$ cat src/rtl/logic_unit_pipe.sv
// Registered bitwise logic unit with a valid/ready handshake on both sides.
// One result register sits between the input and the output. It can take a
// new beat in the same cycle that it hands its current result downstream, so
// the unit sustains one beat per cycle while out_ready stays high. The zero,
// ones and parity flags are registered alongside the result. op_count tallies
// completed output transfers.
module logic_unit_pipe #(
  parameter int WIDTH = 32,
  parameter int CNT_W = 16
) (
  input  logic             clk,
  input  logic             rst,
  input  logic             in_valid,
  output logic             in_ready,
  input  logic [WIDTH-1:0] a,
  input  logic [WIDTH-1:0] b,
  input  logic [2:0]       sel,
  output logic             out_valid,
  input  logic             out_ready,
  output logic [WIDTH-1:0] e,
  output logic             zero,
  output logic             ones,
  output logic             parity,
  output logic [CNT_W-1:0] op_count
);

  localparam logic [2:0] OP_AND  = 3'b000;
  localparam logic [2:0] OP_OR   = 3'b001;
  localparam logic [2:0] OP_XOR  = 3'b010;
  localparam logic [2:0] OP_NOTA = 3'b011;
  localparam logic [2:0] OP_NAND = 3'b100;
  localparam logic [2:0] OP_NOR  = 3'b101;
  localparam logic [2:0] OP_XNOR = 3'b110;
  localparam logic [2:0] OP_PASB = 3'b111;

  // All eight codes are meaningful, so the default arm is never reached for
  // a known sel. It only keeps the function total.
  function automatic logic [WIDTH-1:0] bit_op(
    input logic [WIDTH-1:0] x,
    input logic [WIDTH-1:0] y,
    input logic [2:0]       op
  );
    logic [WIDTH-1:0] r;
    case (op)
      OP_AND:  r = x & y;
      OP_OR:   r = x | y;
      OP_XOR:  r = x ^ y;
      OP_NOTA: r = ~x;
      OP_NAND: r = ~(x & y);
      OP_NOR:  r = ~(x | y);
      OP_XNOR: r = ~(x ^ y);
      OP_PASB: r = y;
      default: r = y;
    endcase
    return r;
  endfunction

  function automatic logic is_zero(input logic [WIDTH-1:0] r);
    return ~|r;
  endfunction

  function automatic logic is_ones(input logic [WIDTH-1:0] r);
    return &r;
  endfunction

  function automatic logic odd_parity(input logic [WIDTH-1:0] r);
    return ^r;
  endfunction

  logic             vld_q,    vld_d;
  logic [WIDTH-1:0] e_q,      e_d;
  logic             zero_q,   zero_d;
  logic             ones_q,   ones_d;
  logic             parity_q, parity_d;
  logic [CNT_W-1:0] cnt_q,    cnt_d;

  logic             accept;
  logic             xfer;
  logic [WIDTH-1:0] result;

  // Handshake qualifiers. in_ready depends only on register state and
  // out_ready, never on in_valid.
  always_comb begin
    in_ready = !vld_q || out_ready;
    accept   = in_valid && in_ready;
    xfer     = vld_q && out_ready;
    result   = bit_op(a, b, sel);
  end

  // Next state of the result register: load on accept, drop valid on a bare
  // transfer, otherwise hold (this covers backpressure and idle cycles).
  always_comb begin
    vld_d    = vld_q;
    e_d      = e_q;
    zero_d   = zero_q;
    ones_d   = ones_q;
    parity_d = parity_q;
    cnt_d    = cnt_q;
    if (xfer) begin
      cnt_d = cnt_q + CNT_W'(1);
    end
    if (accept) begin
      vld_d    = 1'b1;
      e_d      = result;
      zero_d   = is_zero(result);
      ones_d   = is_ones(result);
      parity_d = odd_parity(result);
    end else if (xfer) begin
      vld_d = 1'b0;
    end
  end

  // State register. Reset overrides any handshake in the same cycle and
  // discards a held result.
  always_ff @(posedge clk) begin
    if (rst) begin
      vld_q    <= 1'b0;
      e_q      <= '0;
      zero_q   <= 1'b1;
      ones_q   <= 1'b0;
      parity_q <= 1'b0;
      cnt_q    <= '0;
    end else begin
      vld_q    <= vld_d;
      e_q      <= e_d;
      zero_q   <= zero_d;
      ones_q   <= ones_d;
      parity_q <= parity_d;
      cnt_q    <= cnt_d;
    end
  end

  // Drive the registered outputs.
  always_comb begin
    out_valid = vld_q;
    e         = e_q;
    zero      = zero_q;
    ones      = ones_q;
    parity    = parity_q;
    op_count  = cnt_q;
  end

endmodule

$ cat config.mk
export PLATFORM = sky130hd
export DESIGN_NAME = logic_unit_pipe
export DESIGN_NICKNAME = d
export VERILOG_FILES = /design/src/rtl/logic_unit_pipe.sv
export SDC_FILE = /design/constraint.sdc
export NUM_CORES = 1
export LEC_CHECK = 0
export ABC_CLOCK_PERIOD_IN_PS = 2600
export CELL_PAD_IN_SITES_DETAIL_PLACEMENT = 1
export CELL_PAD_IN_SITES_GLOBAL_PLACEMENT = 2
export CORE_MARGIN = 2
export CORE_UTILIZATION = 27
export CTS_BUF_LIST = sky130_fd_sc_hd__clkbuf_4 sky130_fd_sc_hd__clkbuf_8 sky130_fd_sc_hd__clkbuf_16
export DETAILED_ROUTE_END_ITERATION = 10
export HOLD_SLACK_MARGIN = 0.05
export MAX_ROUTING_LAYER = met4
export PLACE_DENSITY = 0.86
export SLEW_MARGIN = 20
export SYNTH_ARGS = -nofsm -noshare
export SYNTH_HDL_FRONTEND = slang
export SYNTH_SLANG_ARGS = --single-unit
export TNS_END_PERCENT = 50
$ cat constraint.sdc
create_clock -name clk -period 2.6 [get_ports clk]
set_clock_uncertainty 0.2 [all_clocks]
set_input_delay 0.39 -clock clk [delete_from_list [all_inputs] [get_ports clk]]
set_output_delay 0.39 -clock clk [all_outputs]
set_load 0.01 [all_outputs]
==> out/qor.yml, run 1 <==
global_routing:
  grt_pass1_vias: 6678
  grt_max_degree: 34
  grt_pass1_wl_mm: 34.0
  overflow: 0
  antenna_found_initial: 0
  grt_usage_pct: 19.0
clock_network:
  clk_latency_ns: 0.29
  clockBufferDepth: 2
  cts.reportedPaths.clkPinSlew_ns: 0.07
  cts.sinks: 52
  cts_hold_buffers: 0
  htree_levels: 2
  cts_tree: "done"
  root_buffer: "clkbuf_16"
  cts_made_buffers: 5
timing:
  hold_violations: 0
  min_period_over_period_pct: 101
  drv_slew: 0
  setup_violations: 1
  maxSlewHeadroom_pct: 51.1
  finalCriticalPeriod_ns: 2.63
  tightest_slew_ns: 0.731
  worst_slack_ns: -0.0304
  whs_ns: 0.262
  rsz0062_at_grt: "yes"
  max_clock_freq_ghz: 0.380
finish:
  finalCoreUtilization_pct: 44.7
  n_fill_cell: 2564
  drive_above_1_share_pct: 40.4
  regArea_sq_um: 1040
  antenna_cells: 0
  synthToLayoutAreaGrowth_pct: 64.3
  nets: 1203
  final_cells: 1315
  multi_input_area_sq_um: 5020
synth:
  ys_ff_latch: 52
  ys_warn_count: 0
  syn_nets: 926
  synth-edff-count: 0
  seq_area_frac_synth_pct: 17.7
  avgSynthCellArea_sq_um: 7.76
  synthCells: 758
  async_flop_share_pct: 0
  syn_area_sq_um: 5880
  synth_top_flop_cell: "dfxtp_1"
  synth_cell_types: 47
hold_path:
  hold_depth: 2
  hp-class: "flop to flop"
drt:
  first_pass_iters: 4
  ant_nets: 0
  wl_per_cell_um: 16.7
  initialDrtViolationCount: 174
  drc: 0
  wirelength_mm: 22.0
  routed-via-count: 6388
  viasPerCell: 4.86
place:
  numPortBuffers: 123
  pre_cts_slack_ns: -0.868
  place_inst: 1261
  dp_hpwl_mm: 15.7
  gp_congestion: 0.773
run_status:
  status: "complete, but fails checks"
  failed_checks: "setup timing"
power_and_ir_drop:
  ir_drop_mv: 0.248
  power.density_nw_per_um2: 384
  leakage_nw: 4.31
  fin_total_pwr_w: 0.00371
floorplanning:
  core_sq_um: 21600
  dieArea_sq_um: 23000
  initial_core_util_pct: 27.2
  ioPinCount: 124
  die_w_um: 152
  die_h_um: 152
  rows: 54
critical_path:
  path_max_fanout: 3
  worstSetupStartpointType: "input port"
  worstPathRequired_ns: 2.62
  reg2reg_slack_ns: 0.76
  worstPathArrival_ns: 2.65
  crit_path_end_kind: "flop"
  reg2regPathDepth: 5
  crit_type: "input port to flop"
job:
  cap_violations: 0
[power by group]
part           internal (W)  switching, W
sequential         0.000850     0.0000321
clock              0.000351      0.000306
combinational       0.00117       0.00100
total               0.00237       0.00134
[metal layers]
metal  GRT usage (%)  part of all wire (%)
met1            23.0                    44
met2            34.8                    52
met3            1.41                   2.1
met4            3.52                   1.4
met5               -                     0
[cells in the mapped netlist, types with 11 or more instances]
cell	n	area [sq um]
nand4_1	12	75.1
nand2b_1	24	150
nor2_1	53	199
o21ai_1	16	80.1
nand2_1	53	199
mux2i_1	18	180
or2_1	15	93.8
xor2_1	14	123
nor2b_1	15	93.8
clkbuf_1	11	41.3
nor3b_1	15	113
a21oi_1	58	290
buf_2	25	125
inv_1	93	349
xnor2_1	27	236
ha_1	97	1210
dfxtp_1	52	1040
a211oi_1	21	158
[state kept, by name, summed over array words and instances (netlist names)]
register	flops
e	32
ones	1
op_count	16
out_valid	1
parity	1
zero	1
[placed cells by master (no fill, tap or decap), types with 21 or more instances in the layout]
cell type	count
a21oi_1	35
a21oi_2	23
buf_4	179
clkdlybuf4s50_1	55
dfxtp_1	52
ha_1	64
ha_4	22
inv_1	72
inv_2	21
nand2_1	43
nand2b_1	23
nor2_1	50
[final cells by class]
| class | instances | share of cell area, % |
|---|---|---|
| Clock inverter | 2 | 0.129 |
| Sequential cell | 52 | 10.8 |
| Inverter | 98 | 4.01 |
| Timing Repair Buffer | 318 | 28.3 |
| Clock buffer | 5 | 1.29 |
| Multi-Input combinational cell | 560 | 51.9 |
| Tap cell | 280 | 3.62 |
[kinds of logic after synthesis]
group | count (synthesis) | synth area share [%]
xor+xnor | 41 | 6.10
compound gates | 180 | 20.4
flops | 52 | 17.7
simple gates | 218 | 19.3
mux | 24 | 5.36
buf+inv | 146 | 10.5
fa+ha+maj | 97 | 20.6
[worst paths after layout]
check | to | start
max | parity | a[29]
min | e[15] | e[15]
max reg2reg | op_count[15] | op_count[3]
min reg2reg | e[15] | e[15]
[critical path, cell delays in order]
cell and delay, ns:
buf_8 0.09, inv_8 0.03, ha_4 0.25, inv_2 0.02, mux4_2 0.46, mux2i_4 0.21
inv_2 0.08, ha_4 0.25, xor2_2 0.18, xnor2_1 0.20, xnor2_1 0.17, xnor2_1 0.11
a211oi_2 0.18
[timing repair]
action | 4_1_cts | 5_1_grt
resized for setup | 276 | 89
setup buffers | 43 | 3
endpoints found under the setup margin | 3 | 4
pin swaps | 124 | 61
hold endpoints to repair | 0 | 0
gates cloned | 1 | 0
[metrics by stage]
step / TNS, ns / instance area (sq um)
after floorplan: -0.00915 / 5990
after global placement: -2.05 / 8480
after detailed placement: -2.22 / 8480
after CTS: 0 / 9410
after global routing: -0.353 / 9670
final: -0.0304 / 9670
(Power assumes the default switching activity.)
==> run 2: changes to the inputs <==
--- a/config.mk
+++ b/config.mk
@@ -5,14 +5,14 @@
 export SDC_FILE = /design/constraint.sdc
 export NUM_CORES = 1
 export LEC_CHECK = 0
-export ABC_CLOCK_PERIOD_IN_PS = 2600
+export ABC_CLOCK_PERIOD_IN_PS = 2200
 export CELL_PAD_IN_SITES_DETAIL_PLACEMENT = 1
 export CELL_PAD_IN_SITES_GLOBAL_PLACEMENT = 2
 export CORE_MARGIN = 2
 export CORE_UTILIZATION = 27
 export CTS_BUF_LIST = sky130_fd_sc_hd__clkbuf_4 sky130_fd_sc_hd__clkbuf_8 sky130_fd_sc_hd__clkbuf_16
 export DETAILED_ROUTE_END_ITERATION = 10
-export HOLD_SLACK_MARGIN = 0.05
+export GPL_TIMING_DRIVEN = 0
 export MAX_ROUTING_LAYER = met4
 export PLACE_DENSITY = 0.86
 export SLEW_MARGIN = 20
==> constraint.sdc (replaced) <==
create_clock -name clk -period 2.2 [get_ports clk]
set_clock_uncertainty 0.2 [all_clocks]
set_input_delay 0.33 -clock clk [delete_from_list [all_inputs] [get_ports clk]]
set_output_delay 0.33 -clock clk [all_outputs]
set_load 0.01 [all_outputs]
==> out/qor.yml, run 2 (same netlist as run 1, synthesis figures left out) <==
clock_network:
  cts_hold_buffers: 0
  cts.reportedPaths.clkPinSlew_ns: 0.08
  htree_levels: 2
  cts_tree: "done"
  cts_made_buffers: 5
  cts.sinks: 52
  clk_latency_ns: 0.29
  root_buffer: "clkbuf_16"
  clockBufferDepth: 2
place:
  pre_cts_slack_ns: -1.51
  dp_hpwl_mm: 16.3
  numPortBuffers: 120
  gp_congestion: 0.814
  place_inst: 1158
timing:
  drv_slew: 0
  max_clock_freq_ghz: 0.381
  setup_violations: 3
  finalCriticalPeriod_ns: 2.62
  fin_setup_tns_ns: -0.844
  min_period_over_period_pct: 119
  maxSlewHeadroom_pct: 55.5
  worst_slack_ns: -0.425
  hold_violations: 0
  tightest_slew_ns: 0.665
  rsz0062_at_grt: "yes"
floorplanning:
  die_w_um: 152
  die_h_um: 152
  core_sq_um: 21600
  dieArea_sq_um: 23000
  initial_core_util_pct: 27.2
  ioPinCount: 124
  rows: 54
drt:
  wl_per_cell_um: 18.2
  drc: 0
  ant_nets: 0
  first_pass_iters: 4
  viasPerCell: 5.00
  initialDrtViolationCount: 174
  routed-via-count: 6061
  wirelength_mm: 22.1
global_routing:
  overflow: 0
  grt_max_degree: 17
  grt_pass1_wl_mm: 33.9
  grt_usage_pct: 19.3
  antenna_found_initial: 0
  grt_pass1_vias: 6334
run_status:
  status: "complete, but fails checks"
  failed_checks: "setup timing"
critical_path:
  worstPathRequired_ns: 2.17
  worstPathArrival_ns: 2.59
  worstSetupStartpointType: "input port"
  crit_path_end_kind: "flop"
  path_max_fanout: 2
  crit_type: "input port to flop"
power_and_ir_drop:
  power.density_nw_per_um2: 482
  ir_drop_mv: 0.350
  fin_total_pwr_w: 0.00435
  leakage_nw: 3.83
finish:
  layout_common_cells: "inv_1 (69), ha_1 (63), clkdlybuf4s50_1 (54)"
  nets: 1099
  n_fill_cell: 2555
  final_cells: 1212
  finalCoreUtilization_pct: 41.7
  antenna_cells: 0
  drive_above_1_share_pct: 35.6
  final_common_cell: "inv_1"
  synthToLayoutAreaGrowth_pct: 53.1
  largest_reg_flops: 32
hold_path:
  hp-class: "input port to flop"
job:
  cap_violations: 0
[run 2: final cells by class]
cell class | instances | area, sq um | area share [%]
Tap cell | 280 | 350 | 3.89
Inverter | 98 | 393 | 4.36
Multi-Input combinational cell | 560 | 5090 | 56.5
Sequential cell | 52 | 1040 | 11.6
Buffer | 47 | 467 | 5.18
Clock buffer | 5 | 125 | 1.39
Timing Repair Buffer | 167 | 1500 | 16.7
Clock inverter | 3 | 42.5 | 0.472
[run 2: report_power, final]
| part | switching [W] | internal (W) | leakage [nW] | total [W] |
|---|---|---|---|---|
| logic | 0.00117 | 0.00121 | 3.33 | 0.00239 |
| registers | 0.0000424 | 0.00100 | 0.427 | 0.00105 |
| clock network | 0.000375 | 0.000536 | 0.0798 | 0.000911 |
[run 2: routing by layer]
metal | wire length (um) | up-vias | track usage [%]
met5 | 0 | - | -
met4 | 409 | 0 | 3.29
met3 | 616 | 24 | 1.68
met2 | 11100 | 118 | 33.8
met1 | 10000 | 2972 | 24.5
li1 | - | 2947 | -
[run 2: repair_timing]
| action | in CTS | in global routing |
|---|---|---|
| gates resized for setup | 413 | 82 |
| endpoints found under the setup margin | 25 | 15 |
| pin swaps | 115 | 49 |
| buffers inserted | 44 | 6 |
[run 2: path summary, 6_finish.rpt]
kind,startpoint,to,slack (ns),cells after the start
setup reg to reg,out_valid,op_count[15],0.35,5
setup / recovery,b[9],parity,-0.42,13
hold / removal,out_ready,op_count[1],0.22,3
hold reg to reg,e[15],e[15],0.26,2
[run 2: per-stage QoR]
step	hold WS (ns)	area, sq um
6_report	0.224	9010
5_1_grt	0.242	9010
4_1_cts	0.264	8680
3_5_place_dp	0.254	7540
3_3_place_gp	0.247	7540
2_1_floorplan	0.259	5990
[run 2: worst max-delay path, cell delays in order]
cell	delay (ns)
buf_6	0.08
inv_4	0.03
ha_4	0.26
inv_2	0.03
mux4_2	0.46
mux2i_4	0.26
inv_2	0.10
ha_4	0.27
xnor2_4	0.15
xnor2_2	0.14
xnor2_1	0.22
xnor2_1	0.16
a211oi_1	0.09
==> run 3: changes to the inputs <==
--- a/config.mk
+++ b/config.mk
@@ -15,6 +15,7 @@
 export GPL_TIMING_DRIVEN = 0
 export MAX_ROUTING_LAYER = met4
 export PLACE_DENSITY = 0.86
+export SKIP_CTS_REPAIR_TIMING = 1
 export SLEW_MARGIN = 20
 export SYNTH_ARGS = -nofsm -noshare
 export SYNTH_HDL_FRONTEND = slang
==> out/qor.yml, run 3 (same netlist as run 1, synthesis figures left out) <==
run_status:
  status: "complete, but fails checks"
  failed_checks: "setup timing"
critical_path:
  cpPeakStageDelay_ns: 0.30
  reg2regPathDepth: 5
  crit_path_end_kind: "flop"
  path_max_fanout: 3
  worstPathRequired_ns: 2.21
  crit_type: "input port to flop"
  worstPathArrival_ns: 2.63
  crit_chain: "clkbuf_2 -> inv_1 -> ha_1 -> or2_1 -> a21oi_1 -> a311oi_2 -> a21oi_2 -> ha_1 -> xnor2_1 -> xnor2_1 -> xnor2_1 -> xnor2_1 -> a211oi_1"
  worstSetupStartpointType: "input port"
  r2r_end: "op_count[15]"
  reg2reg_slack_ns: 0.36
  r2r-start: "out_valid"
  crit_path_top_delay_cell: "ha_1"
  worst_path_most_repeated_cell: "xnor2_1"
finish:
  drive_above_1_share_pct: 27.7
  nets: 1084
  antenna_cells: 0
  layout_common_cells: "inv_1 (78), ha_1 (77), clkdlybuf4s50_1 (54)"
  synthToLayoutAreaGrowth_pct: 47.1
  largest_reg_flops: 32
  final_cells: 1197
  design_area_sq_um: 8660
  finalCoreUtilization_pct: 40.0
  final_common_cell: "inv_1"
global_routing:
  grt_pass1_wl_mm: 31.3
  overflow: 0
  grt_pass1_vias: 5902
  antenna_found_initial: 0
  grt_usage_pct: 17.7
  grt_max_degree: 17
floorplanning:
  ioPinCount: 124
  initial_core_util_pct: 27.2
  core_sq_um: 21600
  die_w_um: 152
  dieArea_sq_um: 23000
  die_h_um: 152
  rows: 54
hold_path:
  hold_depth: 3
  worstHoldStart: "out_ready"
  hold_end: "op_count[1]"
  hp-class: "input port to flop"
timing:
  maxSlewHeadroom_pct: 54.6
  rsz0062_at_grt: "yes"
  drv_slew: 0
  hold_violations: 0
  setup_violations: 3
  min_period_over_period_pct: 119
  fin_setup_tns_ns: -0.854
  tightest_slew_ns: 0.679
  worst_slack_ns: -0.425
  max_clock_freq_ghz: 0.381
  finalCriticalPeriod_ns: 2.62
clock_network:
  cts_made_buffers: 5
  cts.reportedPaths.clkPinSlew_ns: 0.07
  cts_tree: "done"
  clk_latency_ns: 0.29
  root_buffer: "clkbuf_16"
  cts.sinks: 52
  htree_levels: 2
  clockBufferDepth: 2
power_and_ir_drop:
  power.density_nw_per_um2: 471
  leakage_nw: 3.96
  ir_drop_mv: 0.426
place:
  numPortBuffers: 120
  gp_congestion: 0.814
  place_inst: 1158
  place_area_sq_um: 7540
  dp_hpwl_mm: 16.3
drt:
  wl_per_cell_um: 17.9
  drc: 0
  first_pass_iters: 4
  viasPerCell: 4.99
  wirelength_mm: 21.5
  ant_nets: 0
  routed-via-count: 5977
  initialDrtViolationCount: 182
job:
  cap_violations: 0
==> run 3: cell count changes in the layout (fill, tap and decap cells not counted), sizes merged <==
cell / delta
clkbuf: +20
dlygate4sd2: -1
buf: -39
dlymetal6s2s: +30
clkdlybuf4s15: -25
==> run 3: power breakdown <==
| group | switching, W | internal [W] | leakage, nW |
|---|---|---|---|
| logic | 0.00107 | 0.00106 | 3.45 |
| clock network | 0.000363 | 0.000535 | 0.0798 |
| registers | 0.0000414 | 0.00100 | 0.427 |
| total | 0.00147 | 0.00260 | 3.96 |
==> run 3: critical path, delay by kind of cell <==
kind                       cells  cell delay, ns
AOI/OAI and AO/OA              4            0.63
xor gates and xnor gates       4            0.61
adders and majority gates      2            0.59
buffers and inverters          2            0.19
and+or+nand+nor                1            0.27
==> run 3: final cells by class <==
| type | count | area (sq um) |
|---|---|---|
| clock inverter | 3 | 42.5 |
| buffer | 47 | 419 |
| multi-input combinational | 560 | 4890 |
| tap | 280 | 350 |
| clock buffer | 5 | 125 |
| sequential | 52 | 1040 |
| fill | 2570 | 13000 |
| inverter | 98 | 385 |
| timing repair buffer | 152 | 1400 |
==> run 3: metal layers <==
layer  track usage, %  part of all wire, %  vias up
met3             1.17                  3.3       29
met2             31.0                   50      109
li1                 -                    -     2911
met4             2.92                  2.1        0
met1             22.9                   45     2928
met5                -                    0        -
==> run 3: through the flow <==
stage               total power (W)  hold slack [ns]  setup slack, ns
floorplan                   0.00219            0.259           -0.349
global placement            0.00278            0.247            -1.48
detailed placement          0.00282            0.254            -1.51
CTS                         0.00374            0.264            -1.21
global route                0.00433            0.245           -0.562
finish                      0.00408            0.225           -0.425
==> run 3: worst max-delay path by stage <==
stage                      start  endpoint  slack (ns)
after floorplan            a[29]    parity       -0.35
after global placement    sel[2]    parity       -1.48
after detailed placement  sel[2]    parity       -1.51
after CTS                 sel[2]    parity       -1.21
after global routing      sel[0]    parity       -0.56
final                      a[14]    parity       -0.42
